### src/rtl/sound_event_detector.sv
// sound_event_detector: attack/decay audio envelope follower with hysteresis + hold event FSM
// Ports:
//   clk_in, rst_n_in           sole clock, asynchronous active-low reset
//   audio_data, audio_valid    signed 16-bit samples with single-cycle strobes (may be back-to-back)
//   thresh_on, thresh_off      unsigned envelope levels that start an event / arm the hold countdown
//   level_out, level_valid     envelope integer part and its 1-cycle update pulse
//   active_out                 high while an event is in progress (ACTIVE or HOLD)
//   event_start, event_end     1-cycle pulses on IDLE->ACTIVE and HOLD->IDLE
//   peak_clear, peak_out       peak-magnitude register, present only with SOUND_EVENT_PEAK_HOLD_EN
module sound_event_detector #(
    parameter int ATTACK_SHIFT = 2,
    parameter int DECAY_SHIFT  = 8,
    parameter int HOLD_SAMPLES = 3200
) (
    input  logic        clk_in,
    input  logic        rst_n_in,
    input  logic [15:0] audio_data,
    input  logic        audio_valid,
    input  logic [15:0] thresh_on,
    input  logic [15:0] thresh_off,
    output logic [15:0] level_out,
    output logic        level_valid,
    output logic        active_out,
    output logic        event_start,
    output logic        event_end,
    input  logic        peak_clear,
    output logic [15:0] peak_out
);
    localparam int HW = $clog2(HOLD_SAMPLES + 1);
    localparam logic [HW-1:0] HOLD_LOAD = HW'(HOLD_SAMPLES - 1);
    typedef enum logic [1:0] {IDLE, ACTIVE, HOLD} state_t;
    logic [15:0]   mag, eff_off;
    logic [23:0]   m, env, env_d;
    logic [HW-1:0] hold_cnt, hold_d;
    logic          start_d, end_d;
    state_t        state, state_d;
    // -32768 has no positive counterpart, so it saturates to 32767
    assign mag = !audio_data[15] ? audio_data : (audio_data == 16'h8000) ? 16'h7fff : 16'd0 - audio_data;
    assign m = {mag, 8'h00};
    // each step is a fraction of the gap, so env can never overshoot m or wrap below zero
    assign env_d = (m > env) ? env + ((m - env) >> ATTACK_SHIFT) : env - ((env - m) >> DECAY_SHIFT);
    assign level_out = env[23:8];
    assign eff_off = (thresh_off < thresh_on) ? thresh_off : thresh_on;
    always_ff @(posedge clk_in or negedge rst_n_in) begin
        if (!rst_n_in) begin
            env         <= '0;
            level_valid <= 1'b0;
        end else begin
            level_valid <= audio_valid;
            if (audio_valid) env <= env_d;
        end
    end
    always_comb begin
        state_d = state;
        hold_d  = hold_cnt;
        start_d = 1'b0;
        end_d   = 1'b0;
        if (level_valid) begin
            case (state)
                IDLE: if (level_out >= thresh_on) begin
                    state_d = ACTIVE;
                    start_d = 1'b1;
                end
                ACTIVE: if (level_out < eff_off) begin
                    state_d = HOLD;
                    hold_d  = HOLD_LOAD;
                end
                HOLD: if (level_out >= thresh_on) state_d = ACTIVE;
                    else if (hold_cnt == '0) begin
                        state_d = IDLE;
                        end_d   = 1'b1;
                    end else hold_d = hold_cnt - 1'b1;
                default: state_d = IDLE;
            endcase
        end
    end
    always_ff @(posedge clk_in or negedge rst_n_in) begin
        if (!rst_n_in) begin
            state       <= IDLE;
            hold_cnt    <= '0;
            active_out  <= 1'b0;
            event_start <= 1'b0;
            event_end   <= 1'b0;
        end else begin
            state       <= state_d;
            hold_cnt    <= hold_d;
            active_out  <= (state_d != IDLE);
            event_start <= start_d;
            event_end   <= end_d;
        end
    end
`ifdef SOUND_EVENT_PEAK_HOLD_EN
    always_ff @(posedge clk_in or negedge rst_n_in) begin
        if (!rst_n_in) peak_out <= '0;
        else if (peak_clear) peak_out <= audio_valid ? mag : 16'd0;
        else if (audio_valid && mag > peak_out) peak_out <= mag;
    end
`else
    logic unused_peak_clear;
    assign unused_peak_clear = peak_clear;
    assign peak_out = '0;
`endif
endmodule
### config.mk
export PLATFORM = sky130hd
export DESIGN_NAME = sound_event_detector
export DESIGN_NICKNAME = d
export VERILOG_FILES = /design/src/rtl/sound_event_detector.sv
export SDC_FILE = /design/constraint.sdc
export NUM_CORES = 1
export LEC_CHECK = 0
export BUFFER_PORTS_ARGS = -buffer_cell sky130_fd_sc_hd__buf_2
export CAP_MARGIN = 20
export CORE_MARGIN = 4
export CORE_UTILIZATION = 55
export DETAILED_ROUTE_END_ITERATION = 8
export PLACE_DENSITY = 0.79
export SETUP_SLACK_MARGIN = 0.3
export SLEW_MARGIN = 20
export SYNTH_ARGS = -nofsm -noshare
export SYNTH_HDL_FRONTEND = slang
export SYNTH_SLANG_ARGS = --single-unit
export TNS_END_PERCENT = 5
### constraint.sdc
create_clock -name clk_in -period 7.01 [get_ports clk_in]
set_input_delay 0.3505 -clock clk_in [delete_from_list [all_inputs] [get_ports clk_in]]
set_output_delay 0.3505 -clock clk_in [all_outputs]
set_load 0.05 [all_outputs]
==> metrics.md, run 1 <==
| Metric | Value |
|---|---|
| Total number of vias | `about 6900` |
| Routed len/inst | `about 15 µm` |
| Post-synth top area share | `0.187` |
| Multi-input logic area | `around 5600 µm²` |
| FF-to-FF path depth | `21` |
| Share of cells above drive strength 1 | `0.163` |
| Register area share after synthesis | `0.148` |
| Min-Delay Path Class | `in -> async` |
| Initial Utilization | `0.562` |
| Synth Flop Type | `dfrtp_1` |
| Die area | `14800 µm²` |
| Number of clock sinks | `42` |
| Synth async-reset ratio | `1.00` |
| CP Class | `in -> reg` |
| CTS Buf Count | `5` |
| CP delay by family, top | `simple AND/OR/NAND/NOR gates` |
| Worst setup margin | `about 0.33 ns` |
| Synth cell count leaders | `ha_1, nand2_1, inv_1` |
| Final Cycle Share | `0.953` |
| Port Buffer Count | `70` |
| Clk buf depth | `2` |
| Non-Filler Instances | `1169` |
| TritonRoute pass-1 iters | `7` |
| I/O pins | `88` |
| Worst-margin pin slew | `~0.9 ns` |
| Tot GR Track Use | `0.236` |
| Crit path DAT | `around 7 ns` |
| Slowest-stage cell, CP | `or4_4` |
| Post-Synth Adder-Cell Area | `0.193` |
| Clk_lat worst skew | `slightly below 0.3 ns` |
| Maxcap violations | `0` |
| Synth warn | `0` |
| Top post-synthesis cells by area | `ha_1, dfrtp_1, xnor2_1` |
| Setup TNS | `0 ns` |
| Post-Place Cells | `around 1200` |
| CTS H-tree lvls | `2` |
| Unique cell type count in the Yosys netlist | `68` |
| Hold Buf Count CTS | `0` |
| Leading area contributor after synthesis | `ha_1` |
| Mean Syn Cell Area | `approximately 7.6 µm²` |
| Hold slack final | `around 0.2 ns` |
| CTS tree | `built` |
| Std cell rows | `41` |
| Final Hold Violating Endpoints | `0` |
| GRT Residual Overflow | `0` |
| Crit-path max FO | `5` |
| CP required | `approximately 7.2 ns` |
| First-pass GRT wire length | `about 29000 µm` |
| DR vias/cell | `between 5 and 6` |
| Largest family of logic cells by synthesized area | `compound AO/OA/AOI/OAI gates` |
| Die height | `between 100 and 150 µm` |
| Mux share of post-synthesis cell area | `0.0282` |
| GPL Wtd Cong | `between 0.8 and 0.9` |
| Worst Setup Start Kind | `primary input` |
| CP most frequent cell | `a21o_1` |
| Post-synthesis xor/xnor area fraction | `0.0926` |
| Post-synth EDFFs | `0` |
| CP endpoint kind | `flop` |
| Status | `completed` |
| Critical path startpoint | `audio_data[0]` |
| Iter 0 DRT Violations | `571` |
| Detailed Route WL | `17800 µm` |
| Synth Cell Area | `between 7000 and 8000 µm²` |
| FF-to-FF Start | `env[8]$_DFFE_PN0P_` |
| Critical path depth | `29` |
| DPL Wire Length | `14300 µm` |
| Yosys reg bits | `42` |
| Synth Area in Compound Gates | `0.247` |
| RSZ-0062 raised after global routing | `yes` |
| Number of diodes | `0` |
| Max-slew headroom | `0.384` |
| Clk root buf | `clkbuf_16` |
| DRT antenna net count | `0` |
| Register area | `between 1000 and 1500 µm²` |
| Worst slack at placement | `-0.0570 ns` |
| DR DRC count | `0` |
| Max stage delay on crit path | `between 0.5 and 0.6 ns` |
| Highest Clock Rate | `about 150 MHz` |
| Layout filler cell count | `around 1100` |
| Layout net count | `about 1200` |
| Clock slew at reported path FFs | `0.07 ns` |
| Skew final | `~0.0096 ns` |
| Simple-gate portion of the synthesized area | `0.202` |
| Die width | `between 100 and 150 µm` |
| Maximum number of pins on one net before global-route repair | `43` |
| Layout overhead on the synthesized area | `11.7%` |
| Vias in the first global route | `roughly 6200` |
| Top-count cell post-synth | `ha_1` |
| Mapped Cells | `between 900 and 1000` |
| Final Max Tran Viols | `0` |
| Reg-to-reg setup timing slack | `around 1.2 ns` |
| Initial antenna violation count | `0` |
| Tmin final | `between 6 and 7 ns` |
| Core area | `between 10000 and 15000 µm²` |
| Final setup viols | `0` |
| Crit path buffers/inverters | `3` |
metal layers:
layer,track usage,share of wire,vias to the layer above,wire (µm)
li1,-,-,3422,-
met1,0.336,0.47,3163,8370
met2,0.374,0.44,243,7870
met3,0.0255,0.065,34,1160
met4,0.0770,0.022,0,392
met5,0,0,-,0
state kept, by name, indices dropped and copies added (netlist names):
signal,cells
active_out,1
env,24
hold_cnt,12
level_valid,1
event_start,1
event_end,1
state,2
cell families after synthesis:
group	Yosys count
fa+ha+maj	108
buf+inv	135
xor+xnor	75
mux	19
other cells	1
flops	42
simple gates	289
compound gates	264
layout make-up:
cell class / count / area share
clock buffers: 5 / 0.0158
clock inverters: 3 / 0.00300
well taps: 172 / 0.0272
multi-input cells: 771 / 0.710
flip-flops and latches: 42 / 0.133
inverters: 71 / 0.0336
repair buffers: 105 / 0.0773
worst reg2reg max path, cell delays in order, from the launching register on:
cell and delay [ns]:
dfrtp_1 0.43, inv_1 0.19, ha_4 0.33, or3b_2 0.43, or4_4 0.45, or4_4 0.55
and3_4 0.20, a21o_1 0.20, mux2i_1 0.20, ha_2 0.20, inv_1 0.05, fa_2 0.35
a21o_1 0.17, a21o_1 0.20, a2111oi_4 0.43, o311a_1 0.21, nor3_1 0.07, a221oi_2 0.35
a31oi_2 0.16, a31o_2 0.26, xnor2_1 0.14, mux2i_1 0.08
metrics by stage:
stage	area (µm²)	util
final	7930	0.628
after global routing	7930	0.628
after CTS	7810	0.619
after detailed placement	7660	0.607
after global placement	7660	0.607
after floorplan	7250	-
what timing repair did:
item	CTS	global route
resized for setup	1	15
pin swaps	1	10
endpoints found under the setup margin	2	8
setup buffers	0	5
path summary, 6_finish.rpt:
kind,to
max in group asynchronous,env[17]$_DFFE_PN0P_
worst min register to register,hold_cnt[2]$_DFFE_PN0P_
min in group clk_in,hold_cnt[2]$_DFFE_PN0P_
worst max register to register,env[22]$_DFFE_PN0P_
worst max-delay path,env[22]$_DFFE_PN0P_
worst min-delay path,hold_cnt[8]$_DFFE_PN0P_
placed cells by master, fill, tap and decap left out, types with 5 or more instances in the layout:
| cell | instances |
|---|---|
| xnor2_1 | 39 |
| clkbuf_16 | 5 |
| mux2i_1 | 11 |
| o211ai_1 | 9 |
| nor3_1 | 19 |
| dfrtp_1 | 42 |
| mux2_2 | 8 |
| or3_1 | 10 |
| conb_1 | 16 |
| o31ai_1 | 10 |
| o2111ai_1 | 5 |
| inv_1 | 70 |
| buf_4 | 35 |
| nor4_1 | 8 |
| o21a_1 | 11 |
| nor2_1 | 63 |
| buf_2 | 70 |
| and3_1 | 10 |
| a21oi_1 | 61 |
| or2_2 | 6 |
| a21o_1 | 31 |
| a31oi_1 | 8 |
| nand4_1 | 9 |
| nor2b_1 | 11 |
| a21boi_0 | 7 |
| nand2_1 | 87 |
| and2_1 | 9 |
| nand3_1 | 14 |
| nand2b_1 | 13 |
| xor2_1 | 36 |
| nand3b_1 | 5 |
| ha_1 | 102 |
| o21ai_0 | 62 |
Power of run 1 is left out: the tool's default activity adds up to more than one toggle a clock period on the data nets, which glitch-free logic cannot reach.
==> run 2, diff against run 1 <==
--- a/config.mk
+++ b/config.mk
@@ -5,6 +5,7 @@
 export SDC_FILE = /design/constraint.sdc
 export NUM_CORES = 1
 export LEC_CHECK = 0
+export ABC_AREA = 1
 export BUFFER_PORTS_ARGS = -buffer_cell sky130_fd_sc_hd__buf_2
 export CAP_MARGIN = 20
 export CORE_MARGIN = 4
@@ -12,7 +13,6 @@
 export DETAILED_ROUTE_END_ITERATION = 8
 export PLACE_DENSITY = 0.79
 export SETUP_SLACK_MARGIN = 0.3
-export SLEW_MARGIN = 20
 export SYNTH_ARGS = -nofsm -noshare
 export SYNTH_HDL_FRONTEND = slang
 export SYNTH_SLANG_ARGS = --single-unit
==> run 2 against run 1 <==
  * Critical path depth increased by 15
  * Final cell count is 13% higher
  * Fmax up 11%
  * Non-clock buffer count decreased by 23
  * Flip-flop and latch count did not move
  * Critical endpoint is now env[11]$_DFFE_PN0P_
  * Highest routed layer unchanged
==> metrics.md, run 2 <==
| Metric | Value |
|---|---|
| CP most frequent cell | `inv_1` |
| Clock slew at reported path FFs | `approximately 0.07 ns` |
| Crit-path max FO | `10` |
| GRT Residual Overflow | `0` |
| Min-Delay Path Class | `in -> async` |
| CP Class | `in -> reg` |
| Skew final | `around 0.0091 ns` |
| Max stage delay on crit path | `between 0.3 and 0.4 ns` |
| Initial antenna violation count | `0` |
| Setup TNS | `0 ns` |
| Detailed Route WL | `around 17000 µm` |
| Layout net count | `1313` |
| Maximum number of pins on one net before global-route repair | `43` |
| Yosys reg bits | `42` |
| TritonRoute pass-1 iters | `5` |
| DPL Wire Length | `14600 µm` |
| Iter 0 DRT Violations | `around 350` |
| Post-synth top area share | `0.183` |
| Top Registers | `env (24), hold_cnt (12), state (2)` |
| Initial Utilization | `0.566` |
| CTS Buf Count | `5` |
| Finished layout cell area | `about 8000 µm²` |
| Post-synth EDFFs | `0` |
| Most frequent cells in the layout | `nand2_1, inv_1, ha_1` |
| Die height | `around 120 µm` |
| Synth warn | `0` |
| FF-to-FF path depth | `23` |
| Post-CTS setup buffers | `0` |
| Commonest non-fill, non-tap cell in the layout | `nand2_1` |
| Status | `completed` |
| Top reg by flops | `env` |
| Die width | `123 µm` |
| Number of clock sinks | `42` |
| Leading area contributor after synthesis | `ha_1` |
| Mapped Cells | `approximately 1100` |
| Final setup viols | `0` |
| Top-count cell post-synth | `nand2_1` |
| Share of cells above drive strength 1 | `0.143` |
| Maxcap violations | `0` |
| Hold Buf Count CTS | `0` |
| Max-slew headroom | `0.370` |
| Unique cell type count in the Yosys netlist | `52` |
| CTS tree | `built` |
| DRT antenna net count | `0` |
| Final Max Tran Viols | `0` |
| Clk root buf | `clkbuf_16` |
| Worst-margin pin slew | `~0.95 ns` |
| Synth Cell Area | `between 7000 and 8000 µm²` |
| Reg-to-reg setup timing slack | `around 2.0 ns` |
| Highest Clock Rate | `166 MHz` |
| Clk_lat worst skew | `0.29 ns` |
| RSZ-0062 raised after global routing | `yes` |
| Register area share after synthesis | `0.145` |
| Core area | `roughly 13000 µm²` |
| Worst Setup Start Kind | `primary input` |
| CP Capture Point | `env[11]$_DFFE_PN0P_` |
| DR vias/cell | `5.23` |
| Top post-synthesis cells by area | `ha_1, dfrtp_1, nand2_1` |
| # resized after CTS | `0` |
| Number of diodes | `0` |
| First-pass GRT wire length | `~29000 µm` |
| Vias in the first global route | `between 6000 and 7000` |
| Slowest-stage cell, CP | `ha_1` |
| Final Cycle Share | `0.858` |
| CTS H-tree lvls | `2` |
| Routed len/inst | `about 13 µm` |
| CP required | `approximately 7.2 ns` |
| Mean Syn Cell Area | `around 6.6 µm²` |
| Register area | `1050 µm²` |
| Die area | `15100 µm²` |
| Largest register FFs | `24` |
| DR DRC count | `0` |
| Final Hold Violating Endpoints | `0` |
| Layout overhead on the synthesized area | `7.75%` |
| Total number of vias | `6940` |
| CP endpoint kind | `flop` |
| GPL Wtd Cong | `0.930` |
| Tmin final | `between 6 and 7 ns` |
| Synth Flop Type | `dfrtp_1` |
| FF-to-FF Start | `env[9]$_DFFE_PN0P_` |
| Dpl cell area | `between 7000 and 8000 µm²` |
| Critical path startpoint | `audio_data[0]` |
| Clk buf depth | `2` |
| Std cell rows | `41` |
| Multi-input logic area | `roughly 5400 µm²` |
| Synth async-reset ratio | `1.00` |
| RR Endpoint | `env[21]$_DFFE_PN0P_` |
| Crit path DAT | `approximately 6.2 ns` |
| Layout filler cell count | `1201` |
| Tot GR Track Use | `0.236` |
| Port Buffer Count | `70` |
| I/O pins | `88` |
| Synth cell count leaders | `nand2_1, inv_1, ha_1` |
==> run 2: changes by cell type after synthesis, moves of 12 or more <==
cell	change
a21o_1	-28
a21oi_1	+14
clkbuf_1	-14
inv_1	+67
nand2_1	+160
nand2b_1	-14
nand3_1	+32
nor2_1	+32
o21ai_0	+26
or3_1	-12
xnor2_1	-25
==> run 2: cell type report <==
type	instances	share of cell area
Clock inverter	3	0.00305
Tap cell	172	0.0276
Sequential cell	42	0.135
Multi-Input combinational cell	876	0.691
Timing Repair Buffer	82	0.0570
Inverter	146	0.0706
Clock buffer	5	0.0160
==> run 2: cells by family after synthesis <==
logic type,after synthesis,synth area share
flip-flops,42,0.145
AND/OR/NAND/NOR,478,0.300
AO/OA/AOI/OAI,216,0.169
adder cells (fa/ha/maj),108,0.189
XOR/XNOR,58,0.0744
other,1,0.000518
buffers and inverters,200,0.122
==> run 2: metal layers <==
metal  part of all wire  GRT usage  up-vias
met5                  0          0        -
met1               0.49      0.334     3110
met2               0.46      0.399      166
met3              0.046     0.0180        8
met4             0.0071     0.0399        0
li1                   -          -     3656
==> run 2: worst min path at each step <==
stage,startpoint,to,slack (ns),depth (start not counted)
CTS,rst_n_in,state[1]$_DFF_PN0_,0.24,1
finish,rst_n_in,state[1]$_DFF_PN0_,0.20,1
global route,rst_n_in,hold_cnt[7]$_DFFE_PN0P_,0.29,1
floorplan,rst_n_in,active_out$_DFF_PN0_,0.05,0
global placement,hold_cnt[0]$_DFFE_PN0P_,hold_cnt[0]$_DFFE_PN0P_,0.47,2
detailed placement,hold_cnt[0]$_DFFE_PN0P_,hold_cnt[0]$_DFFE_PN0P_,0.48,2
==> run 2: critical path, delay by kind of cell <==
family / cells / cell delay [ns]
AOI/OAI and AO/OA: 14 / 1.92
adders and majority gates: 3 / 0.84
buffers and inverters: 12 / 0.96
and+or+nand+nor: 15 / 2.06
==> run 2: metrics by stage <==
stage | cells | hold slack, ns | worst slack, ns | utilization
5_1_grt | 1326 | 0.288 | 0.267 | 0.610
4_1_cts | 1326 | 0.237 | 0.514 | 0.608
3_3_place_gp | 1318 | 0.469 | 0.372 | 0.596
6_report | 1326 | 0.202 | 0.993 | 0.610
3_5_place_dp | 1318 | 0.480 | 0.238 | 0.596
2_1_floorplan | 1118 | 0.0549 | 1.06 | -
Power of run 2 is left out for the same reason.
==> run 3, diff against run 2 <==
--- a/config.mk
+++ b/config.mk
@@ -5,7 +5,6 @@
 export SDC_FILE = /design/constraint.sdc
 export NUM_CORES = 1
 export LEC_CHECK = 0
-export ABC_AREA = 1
 export BUFFER_PORTS_ARGS = -buffer_cell sky130_fd_sc_hd__buf_2
 export CAP_MARGIN = 20
 export CORE_MARGIN = 4
@@ -13,6 +12,8 @@
 export DETAILED_ROUTE_END_ITERATION = 8
 export PLACE_DENSITY = 0.79
 export SETUP_SLACK_MARGIN = 0.3
+export SKIP_CTS_REPAIR_TIMING = 1
+export SLEW_MARGIN = 20
 export SYNTH_ARGS = -nofsm -noshare
 export SYNTH_HDL_FRONTEND = slang
 export SYNTH_SLANG_ARGS = --single-unit
==> run 3 against run 2 <==
  * Fmax fell by 9.8%
  * Flip-flop and latch count did not move
  * Core utilization up 1.7 points
  * First-iteration DRC count grew 47%
  * Sequential share of layout area shrank 0.21 points
  * Hold slack got worse by 0.0063 ns
  * Setup slack worse by 0.65 ns
  * Register-to-register slack lost 0.78 ns
  * Critical endpoint is now env[22]$_DFFE_PN0P_
  * Largest cell class unchanged
==> metrics.md, run 3 (synthesis results as in run 1) <==
| Metric | Value |
|---|---|
| Layout overhead on the synthesized area | `11.6%` |
| Highest Clock Rate | `around 150 MHz` |
| DR vias/cell | `5.87` |
| Reg-to-reg setup timing slack | `between 1 and 1.5 ns` |
| Status | `completed` |
| Clk buf depth | `2` |
| CTS H-tree lvls | `2` |
| Tmin final | `between 6 and 7 ns` |
| First-pass GRT wire length | `about 29000 µm` |
| DRT antenna net count | `0` |
| DPL Wire Length | `14300 µm` |
| Initial antenna violation count | `0` |
| Final setup viols | `0` |
| Tot GR Track Use | `0.236` |
| Clk root buf | `clkbuf_16` |
| Top reg by flops | `env` |
| TritonRoute pass-1 iters | `5` |
| Worst Setup Start Kind | `primary input` |
| Top Registers | `env (24), hold_cnt (12), state (2)` |
| Clk_lat worst skew | `about 0.29 ns` |
| Final core utilization | `0.628` |
| Layout net count | `between 1000 and 1500` |
| CTS tree | `built` |
| Hold slack final | `slightly below 0.2 ns` |
| GPL Wtd Cong | `between 0.8 and 0.9` |
| Crit path DAT | `6.81 ns` |
| Crit-path max FO | `5` |
| CTS Buf Count | `5` |
| Maxcap violations | `0` |
| Initial Utilization | `0.562` |
| CP endpoint kind | `flop` |
| CP Class | `in -> reg` |
| Share of cells above drive strength 1 | `0.162` |
| CP required | `slightly above 7 ns` |
| Iter 0 DRT Violations | `513` |
| Number of diodes | `0` |
| Max stage delay on crit path | `0.55 ns` |
| Routed len/inst | `between 15 and 20 µm` |
| GRT Residual Overflow | `0` |
| Vias in the first global route | `around 6200` |
| Max-slew headroom | `0.384` |
| Layout filler cell count | `1099` |
| Clock slew at reported path FFs | `0.07 ns` |
| Largest register FFs | `24` |
| Die height | `between 100 and 150 µm` |
| I/O pins | `88` |
| Most frequent cells in the layout | `ha_1, nand2_1, inv_1, buf_2, nor2_1` |
| DR DRC count | `0` |
| Detailed Route WL | `roughly 18000 µm` |
| Maximum number of pins on one net before global-route repair | `43` |
| Final Cycle Share | `0.951` |
| Min-Delay Path Class | `in -> async` |
| Slowest-stage cell, CP | `or4_4` |
| Worst-margin pin slew | `between 0.9 and 1 ns` |
| Final Hold Violating Endpoints | `0` |
| Total number of vias | `between 6000 and 7000` |
| CP most frequent cell | `a21o_1` |
| Skew final | `between 0.009 and 0.01 ns` |
| Port Buffer Count | `70` |
| Std cell rows | `between 40 and 50` |
| RSZ-0062 raised after global routing | `yes` |
| Die area | `roughly 15000 µm²` |
| Commonest non-fill, non-tap cell in the layout | `ha_1` |
| Die width | `about 120 µm` |
| Final Max Tran Viols | `0` |
| Core area | `~13000 µm²` |
| Number of clock sinks | `42` |
-- run 3: cell count changes in the layout (fill, tap and decap cells not counted), moves of 16 or more --
cell	change
nand3_1	-32
o21ai_0	-24
a21o_1	+28
a21oi_1	-16
buf_4	+24
inv_1	-67
nor2_1	-32
nand2_1	-160
xnor2_1	+25
-- run 3: final timing paths --
kind / from / to / cells after the start
setup / recovery: audio_data[0] / env[22]$_DFFE_PN0P_ / 29
min in group clk_in: hold_cnt[2]$_DFFE_PN0P_ / hold_cnt[2]$_DFFE_PN0P_ / 1
hold reg to reg: hold_cnt[2]$_DFFE_PN0P_ / hold_cnt[2]$_DFFE_PN0P_ / 1
max in group asynchronous: rst_n_in / env[17]$_DFFE_PN0P_ / 1
hold / removal: rst_n_in / hold_cnt[8]$_DFFE_PN0P_ / 1
setup reg to reg: env[8]$_DFFE_PN0P_ / env[22]$_DFFE_PN0P_ / 21
-- run 3: stage by stage --
step | std cells | setup WS (ns) | cell area (µm²) | setup TNS, ns
global placement | 1156 | 0.0672 | 7660 | 0
detailed placement | 1156 | -0.0570 | 7660 | -0.0570
CTS | 1164 | 0.236 | 7810 | 0
global route | 1169 | 0.0574 | 7920 | 0
finish | 1169 | 0.341 | 7920 | 0
floorplan | 948 | 0.320 | 7250 | 0
-- run 3: layout make-up --
class                      count  area, µm²  share of cell area
clock buffer                   5        125              0.0158
clock inverter                 3       23.8             0.00300
inverter                      71        267              0.0337
multi-input combinational    771       5620               0.710
sequential                    42       1050               0.133
tap                          172        215              0.0272
timing repair buffer         105        613              0.0774
-- run 3: worst max-delay path, delay by kind of cell --
kind | cells | cell delay, ns
buffers and inverters | 3 | 0.22
adders and majority gates | 4 | 0.87
muxes | 2 | 0.28
and+or+nand+nor | 11 | 2.97
xor gates and xnor gates | 1 | 0.14
AOI/OAI and AO/OA | 8 | 1.98
-- run 3: per-layer routing --
metal,global-route usage,wire length (µm),share of wire,vias to the layer above
met3,0.0255,1230,0.069,30
met4,0.0756,383,0.022,0
met2,0.374,7830,0.44,247
li1,-,-,-,3422
met5,0,0,0,-
met1,0.336,8310,0.47,3168
Power of run 3 is left out for the same reason.
